[src/rtl/sprite_plot_arbiter.sv]
// Round-robin arbiter that grants one sprite datapath at a time and walks its box
// row-major, emitting one registered VGA plot per cycle.
module sprite_plot_arbiter #(
  parameter int unsigned NUM_REQ   = 4,
  parameter logic [2:0]  BG_COLOUR = 3'b000,
  parameter int unsigned SCREEN_W  = 320,
  parameter int unsigned SCREEN_H  = 240
) (
  input  logic                   clock,
  input  logic                   reset,
  input  logic [NUM_REQ-1:0]     req,
  input  logic [NUM_REQ-1:0]     erase_req,
  input  logic [9*NUM_REQ-1:0]   base_x,
  input  logic [8*NUM_REQ-1:0]   base_y,
  input  logic [6*NUM_REQ-1:0]   size_w,
  input  logic [6*NUM_REQ-1:0]   size_h,
  input  logic [3*NUM_REQ-1:0]   colour,
  output logic [NUM_REQ-1:0]     grant,
  output logic [NUM_REQ-1:0]     done,
  output logic                   busy,
  output logic [8:0]             vga_x,
  output logic [7:0]             vga_y,
  output logic [2:0]             vga_colour,
  output logic                   vga_plot
);

  localparam int unsigned PTR_W = (NUM_REQ > 1) ? $clog2(NUM_REQ) : 1;

  typedef enum logic [1:0] {
    IDLE,
    LATCH,
    DRAW,
    DONE
  } state_t;

  state_t             state, state_next;
  logic [PTR_W-1:0]   ptr, ptr_next;
  logic [PTR_W-1:0]   pick, cand;
  logic               found;

  logic [8:0]         bx, bx_next;
  logic [7:0]         by, by_next;
  logic [5:0]         w, w_next, h, h_next;
  logic [5:0]         col, col_next, row, row_next;
  logic [2:0]         ink, ink_next;

  logic [NUM_REQ-1:0] grant_next, done_next;
  logic               busy_next, plot_next;
  logic [8:0]         x_next;
  logic [7:0]         y_next;
  logic [2:0]         c_next;

  logic [9:0]         px;
  logic [8:0]         py;
  logic               on_screen;

  logic [8:0]         bx_arr  [NUM_REQ];
  logic [7:0]         by_arr  [NUM_REQ];
  logic [5:0]         w_arr   [NUM_REQ];
  logic [5:0]         h_arr   [NUM_REQ];
  logic [2:0]         col_arr [NUM_REQ];

  for (genvar g = 0; g < NUM_REQ; g++) begin : g_unpack
    assign bx_arr[g]  = base_x[9*g +: 9];
    assign by_arr[g]  = base_y[8*g +: 8];
    assign w_arr[g]   = size_w[6*g +: 6];
    assign h_arr[g]   = size_h[6*g +: 6];
    assign col_arr[g] = colour[3*g +: 3];
  end

  // Scan starts one past the last winner so the previous winner is checked last.
  always_comb begin
    found = 1'b0;
    pick  = ptr;
    cand  = '0;
    for (int unsigned i = 1; i <= NUM_REQ; i++) begin
      cand = PTR_W'((32'(ptr) + i) % NUM_REQ);
      if (!found && req[cand]) begin
        found = 1'b1;
        pick  = cand;
      end
    end
  end

  // Sums are one bit wider than the screen coordinates so overflow past 511/255 is still clipped.
  assign px        = {1'b0, bx} + 10'(col);
  assign py        = {1'b0, by} + 9'(row);
  assign on_screen = (px < 10'(SCREEN_W)) && (py < 9'(SCREEN_H));

  always_comb begin
    state_next = state;
    ptr_next   = ptr;
    bx_next    = bx;
    by_next    = by;
    w_next     = w;
    h_next     = h;
    ink_next   = ink;
    col_next   = col;
    row_next   = row;
    grant_next = grant;
    done_next  = '0;
    plot_next  = 1'b0;
    x_next     = vga_x;
    y_next     = vga_y;
    c_next     = vga_colour;

    unique case (state)
      IDLE: begin
        if (|req) begin
          state_next       = LATCH;
          ptr_next         = pick;
          grant_next       = '0;
          grant_next[pick] = 1'b1;
        end
      end
      LATCH: begin
        bx_next    = bx_arr[ptr];
        by_next    = by_arr[ptr];
        w_next     = w_arr[ptr];
        h_next     = h_arr[ptr];
        ink_next   = erase_req[ptr] ? BG_COLOUR : col_arr[ptr];
        col_next   = '0;
        row_next   = '0;
        state_next = (w_arr[ptr] == '0 || h_arr[ptr] == '0) ? DONE : DRAW;
      end
      DRAW: begin
        x_next    = px[8:0];
        y_next    = py[7:0];
        c_next    = ink;
        plot_next = on_screen;
        if (col == w - 6'd1) begin
          col_next = '0;
          row_next = row + 6'd1;
          if (row == h - 6'd1) begin
            state_next = DONE;
          end
        end else begin
          col_next = col + 6'd1;
        end
      end
      DONE: begin
        done_next  = grant;
        grant_next = '0;
        state_next = IDLE;
      end
      default: state_next = IDLE;
    endcase

    busy_next = (state_next != IDLE);
  end

  always_ff @(posedge clock) begin
    if (reset) begin
      state      <= IDLE;
      ptr        <= PTR_W'(NUM_REQ - 1);
      bx         <= '0;
      by         <= '0;
      w          <= '0;
      h          <= '0;
      ink        <= '0;
      col        <= '0;
      row        <= '0;
      grant      <= '0;
      done       <= '0;
      busy       <= 1'b0;
      vga_plot   <= 1'b0;
      vga_x      <= '0;
      vga_y      <= '0;
      vga_colour <= '0;
    end else begin
      state      <= state_next;
      ptr        <= ptr_next;
      bx         <= bx_next;
      by         <= by_next;
      w          <= w_next;
      h          <= h_next;
      ink        <= ink_next;
      col        <= col_next;
      row        <= row_next;
      grant      <= grant_next;
      done       <= done_next;
      busy       <= busy_next;
      vga_plot   <= plot_next;
      vga_x      <= x_next;
      vga_y      <= y_next;
      vga_colour <= c_next;
    end
  end

endmodule

[config.mk]
export PLATFORM = sky130hd
export DESIGN_NAME = sprite_plot_arbiter
export DESIGN_NICKNAME = d
export VERILOG_FILES = /design/src/rtl/sprite_plot_arbiter.sv
export SDC_FILE = /design/constraint.sdc
export NUM_CORES = 1
export LEC_CHECK = 0
export ABC_AREA = 1
export ABC_CLOCK_PERIOD_IN_PS = 1800
export CORE_ASPECT_RATIO = 0.7
export CORE_UTILIZATION = 39
export CTS_BUF_LIST = sky130_fd_sc_hd__clkbuf_4 sky130_fd_sc_hd__clkbuf_8
export DETAILED_ROUTE_END_ITERATION = 6
export PLACE_DENSITY = 0.79
export SETUP_SLACK_MARGIN = 0.02
export SLEW_MARGIN = 20
export SYNTH_ARGS = -nofsm -noshare
export SYNTH_HDL_FRONTEND = slang
export SYNTH_SLANG_ARGS = --single-unit
[constraint.sdc]
create_clock -name clock -period 1.8 [get_ports clock]
set_clock_uncertainty 0.05 [all_clocks]
set_input_delay 0.18 -clock clock [delete_from_list [all_inputs] [get_ports clock]]
set_output_delay 0.18 -clock clock [all_outputs]
set_load 0.01 [all_outputs]
Word level (Yosys, flattened, before mapping)
Cells that the tools add are included.
{"block": "word_totals", "input_bits": 138, "regBits": 78, "out_inout_bits": 30, "elab_cells": 113}
{"block": "classes", "n_bitwise": 3, "reduce_logical": 21, "magnitude_cmp": 10, "eq_ne": 7, "add_sub_neg": 10, "n_mux": 46}
{"cell": "$mux W6", "n": 6}
{"cell": "$bmux W6 S2", "n": 2}
{"cell": "$pmux W6 S2", "n": 2}
{"cell": "$bmux W9 S2", "n": 1}
{"cell": "$lt A2 B3 Y1 const B", "n": 6}
{"cell": "$mux W9", "n": 2}
{"cell": "$bmux W8 S2", "n": 1}
{"cell": "$mux W8", "n": 2}
{"cell": "$mux W2", "n": 7}
{"cell": "$add A6 B1 Y6 const B", "n": 2}
{"cell": "$eq A6 B6 Y1", "n": 2}
{"cell": "$logic_not A6 Y1", "n": 2}
{"cell": "$sub A6 B1 Y6 const B", "n": 2}
{"cell": "$add A9 B6 Y10", "n": 1}
{"cell": "$bmux W1 S2", "n": 5}
{"cell": "$lt A10 B9 Y1 const B", "n": 1}
{"cell": "$mux W1", "n": 10}
{"cell": "$add A8 B6 Y9", "n": 1}
{"cell": "$lt A9 B8 Y1 const B", "n": 1}
{"cell": "$mux W3", "n": 3}
{"cell": "$pmux W2 S4", "n": 1}
{"cell": "$pmux W4 S2", "n": 1}
{"cell": "$bmux W3 S2", "n": 1}
{"cell": "$reduce_and A2 Y1", "n": 3}
{"cell": "other kinds (18)", "n": 32}

Depth between registers and ports, before layout
{"block": "depth", "ltp_word": 19, "ltp_mapped": 14, "ltp_nobuf": 14}

Least setup slack after synthesis
OpenSTA, ideal clock, no wires.
{"block": "synth_path", "kind": "flip-flop to flip-flop", "start": "reg row[0]", "end": "reg vga_plot", "required_time_ns": 1.633, "synth_period_minus_slack_ns": 1.800, "n_path_buf": 0, "t_arrival_ns": 1.633, "stages_incl_launch_ff": 12, "slack_ns": 0.000, "cell_sequence": "dfxtp_1 -> ha_1 -> inv_1 -> fa_1 -> inv_1 -> nand4_1 -> o211ai_1 -> nand2_1 -> o21ai_0 -> nor2_1 -> nand2_1 -> nor2_1"}
{"block": "synth_via", "elab_chain_cells": 3}
{"element": "from (decl)", "line_no": "44", "rtl": "logic [5:0] col, col_next, row, row_next;"}
{"element": "from (signal assigned)", "line_no": "179", "rtl": "row <= row_next;"}
{"element": "$add A8 B6 Y9", "line_no": "87", "rtl": "assign py = {1'b0, by} + 9'(row);"}
{"element": "$lt A9 B8 Y1", "line_no": "88", "rtl": "assign on_screen = (px < 10'(SCREEN_W)) && (py < 9'(SCREEN_H));"}
{"element": "$logic_and A1 B1 Y1", "line_no": "88"}
{"element": "to (signal assigned)", "line_no": "183", "rtl": "vga_plot <= plot_next;"}
{"element": "to (decl)", "line_no": "24", "rtl": "output logic vga_plot"}
Every way passes these cells.
A chain may end at the register's enable or synchronous reset.

Final worst setup path
{"block": "layout_path", "start": "reg w[0]", "end": "reg busy"}
{"block": "layout_via", "elab_chain_cells": 5}
{"element": "from (decl)", "line_no": "43", "rtl": "logic [5:0] w, w_next, h, h_next;"}
{"element": "from (signal assigned)", "line_no": "175", "rtl": "w <= w_next;"}
{"element": "$sub A6 B1 Y6", "line_no": "131", "rtl": "if (col == w - 6'd1) begin"}
{"element": "$eq A6 B6 Y1", "line_no": "131"}
{"element": "$mux W2", "line_no": "131"}
{"element": "$pmux W2 S4", "line_no": "107", "rtl": "unique case (state)"}
{"element": "$reduce_bool A2 Y1", "line_no": "149", "rtl": "busy_next = (state_next != IDLE);"}
{"element": "to (signal assigned)", "line_no": "182", "rtl": "busy <= busy_next;"}
{"element": "to (decl)", "line_no": "20", "rtl": "output logic busy,"}
Every way passes these cells.

==> run_results.csv <==
group,metric,value,unit
run_status,status,"finished with violations",
run_status,violations,"design-rule violations, negative setup slack",
layout,nets,1129,
global_routing,grt_pass1_vias,5549,
routing,wl_per_cell,14.4,um
clocking,cts_tree,"done",
power,p_total,0.00921,W
critical_path,r2r_start,"w[0]",
clocking,path_clk_slew,0.08,ns
sta,slew_headroom,76.9,%
power,p_sw,0.00393,W
global_routing,grt_first_pass_wirelength,25900,um
power,switching_share,42.7,%
global_routing,antenna_found_initial,0,
sta,rsz0062_at_grt,"yes",
critical_path,r2r_slack,-0.03,ns
floorplan,core-area,12500,um2
routing,drtAntennaViolNets,0,
placement,hpwl,12300,um
routing,drtIter0Drc,416,
flow_run,maxCapViolCount,0,
synth,netlist_instances,774,
global_routing,grt_max_degree,42,
clocking,cts_buffers,9,
floorplan,fp.dieH,96.8,um
critical_path,critPathKind,"reg -> reg",
min_path,hold_end,"done[2]",
power,power_frac_comb,54.3,%
synth,synth_area_per_cell,6.47,um2
routing,finalWirelength,16300,um
sta,timing.fmax,545,MHz
synth,synth_seq_area_share,31.2,%
synth,ys_ff_latch,78,
critical_path,crit_fanout,6,
power,ir_drop,0.000590,V
clocking,htree_levels,3,
placement,pre_cts_ws,-0.0726,ns
sta,hold_violations,0,
critical_path,startpoint_type,"register",
min_path,holdCritStartpoint,"grant[2]",
critical_path,rr_worst_depth,14,
critical_path,crit_required,2.06,ns
power,p_seq_share,28.0,%
power,intPower,0.00528,W
power,power.density,1220,nW/um2
sta,worst_slack,-0.0345,ns
synth,ys_types,35,
critical_path,critPathArrivalTime,2.09,ns
placement,place.gp.congestion,0.896,
synth,synthFlopType,"dfxtp_1",
sta,timing.final.crit_share,102,%
sta,finalMaxSlewViolations,0,
placement,port-buffer-count,167,
routing,vias,5852,
floorplan,fp-row-count,34,
power,p_clk_share,17.6,%
min_path,hold_path.class,"reg -> reg",
routing,drc,12,
sta,worstMarginPinSlew,0.347,ns
clocking,clk_latency,0.36,ns
layout,num_antenna_cells,0,
min_path,holdPathStages,2,
global_routing,grt_overflow,0,
synth,netlist_area,5010,um2
layout,syn2layout_area_growth,51.3,%
clocking,clock-root-buffer,"clkbuf_8",
sta,period_needed,1.83,ns
layout,drive_above_1_share,14.2,%
synth,yosys_warnings,0,
clocking,max-clock-path-buffers,2,
floorplan,boundaryPins,168,
clocking,numClockSinks,78,
power,p_leak,3.37,nW
synth,synth_nets,934,
floorplan,die_x,137,um
routing,dr.pass1.iters,7,
critical_path,cp-end-kind,"register",
global_routing,grt_use_total,24.7,%
synth,synth_edf_count,0,
floorplan,start_util,40.2,%
synth,async_reset_ff_share,0,%
sta,setup_viol,5,
routing,vias_per_cell,5.15,
floorplan,fp.dieArea,13300,um2
critical_path,worst_r2r_endpoint,"busy",
-- placed cells by master, fill, tap and decap left out, types with 6 or more instances in the layout --
master	n
inv_2	10
nand3_2	6
xnor2_1	9
xor2_1	6
ha_4	7
clkbuf_8	10
ha_1	11
dfxtp_2	10
o211ai_1	7
a31oi_1	18
nand2_2	17
nand4_1	8
dfxtp_1	68
a22oi_1	37
inv_1	75
nor2_1	70
nand3_1	42
nand2_1	214
clkdlybuf4s50_1	167
buf_4	45
o21ai_0	51
a21oi_1	45
-- routing by layer --
layer / part of all wire, % / vias up / track usage [%]
li1: - / 2938 / -
met1: 44 / 2650 / 32.5
met2: 46 / 228 / 39.3
met3: 7.9 / 36 / 6.81
met4: 2.1 / 0 / 6.42
met5: 0 / - / 0
-- per-stage QoR --
step                util (%)  hold WS, ns  TNS (ns)  area, um2  cells
global placement        56.8        0.389         0       7080   1113
floorplan                  -        0.316         0       5010    774
finish                  60.8        0.413   -0.0922       7580   1136
detailed placement      56.8        0.389    -0.128       7080   1113
global route            60.8        0.433     -1.28       7580   1136
CTS                     59.4        0.407   -0.0976       7400   1132
-- cell type report --
cell class	count	area [um2]
multi-input combinational	576	3140
timing repair buffer	216	2080
tap	162	203
clock inverter	6	109
fill	1108	4880
inverter	88	337
sequential	78	1570
clock buffer	10	138
-- worst max-delay path, stage by stage, from the launching register on --
cell and delay (ns):
dfxtp_2 0.35, inv_2 0.05, ha_4 0.26, inv_2 0.03, nand2_2 0.07, nand2_2 0.06, nor2_2 0.10, nand2_2 0.10
nor2_4 0.16, nand3_2 0.12, nor2_4 0.17, nand2_2 0.07, nand3_2 0.07, nand2_2 0.06, nand2_1 0.06
-- cell families after synthesis --
kind of cell | count (synthesis) | share of synthesized area, %
compound gates | 168 | 19.7
simple gates | 369 | 30.5
xor+xnor | 17 | 2.97
buf+inv | 120 | 9.86
fa+ha+maj | 22 | 5.79
flops | 78 | 31.2
-- power groups by stage --
stage,clock [W],sequential [W],combinational (W)
floorplan,0,0.00253,0.00298
global placement,0,0.00255,0.00461
detailed placement,0,0.00255,0.00470
CTS,0.00164,0.00253,0.00481
global route,0.00171,0.00263,0.00558
finish,0.00163,0.00258,0.00501
-- worst max path at each step --
stage               slack, ns    from        to
detailed placement      -0.07   by[0]  vga_plot
floorplan                0.05  col[0]  vga_x[8]
global route            -0.12    w[1]      busy
CTS                     -0.05    w[1]      busy
global placement         0.04   bx[0]  vga_x[8]
finish                  -0.03    w[0]      busy
-- flip-flops by register name, summed over array words and instances (netlist names), 2 cells and up --
register and cells:
done 4, h 6, vga_y 8, bx 9, row 6, vga_x 9, ptr 2, vga_colour 3
w 6, col 6, by 8, grant 4, state 2, ink 3
-- Yosys cell counts (2+ instances only) --
cell	number	area share, %
a21oi_1	47	4.7
a21oi_2	2	0.35
a22oi_1	37	5.5
a31oi_1	18	2.2
buf_1	4	0.30
buf_2	5	0.50
buf_6	3	0.67
clkbuf_1	18	1.3
dfxtp_1	78	31
fa_1	2	0.80
ha_1	20	5.0
inv_1	83	6.2
inv_2	4	0.30
nand2_1	224	17
nand2_2	8	1.0
nand3_1	45	4.5
nand3_2	3	0.60
nand3b_1	2	0.30
nand4_1	8	1.0
nor2_1	72	5.4
nor2_2	2	0.25
o211ai_1	7	1.0
o21ai_0	53	5.3
o21ai_1	2	0.20
or2_2	2	0.25
xnor2_1	10	1.7
xor2_1	7	1.2
-- what timing repair did --
item | 4_1_cts | 5_1_grt
pin swaps | 14 | 21
setup endpoints to repair | 16 | 24
resized for setup | 20 | 41
hold buffers | 0 | 0
buffers inserted | 3 | 4
No activity file was read; power rests on OpenSTA's default activity.
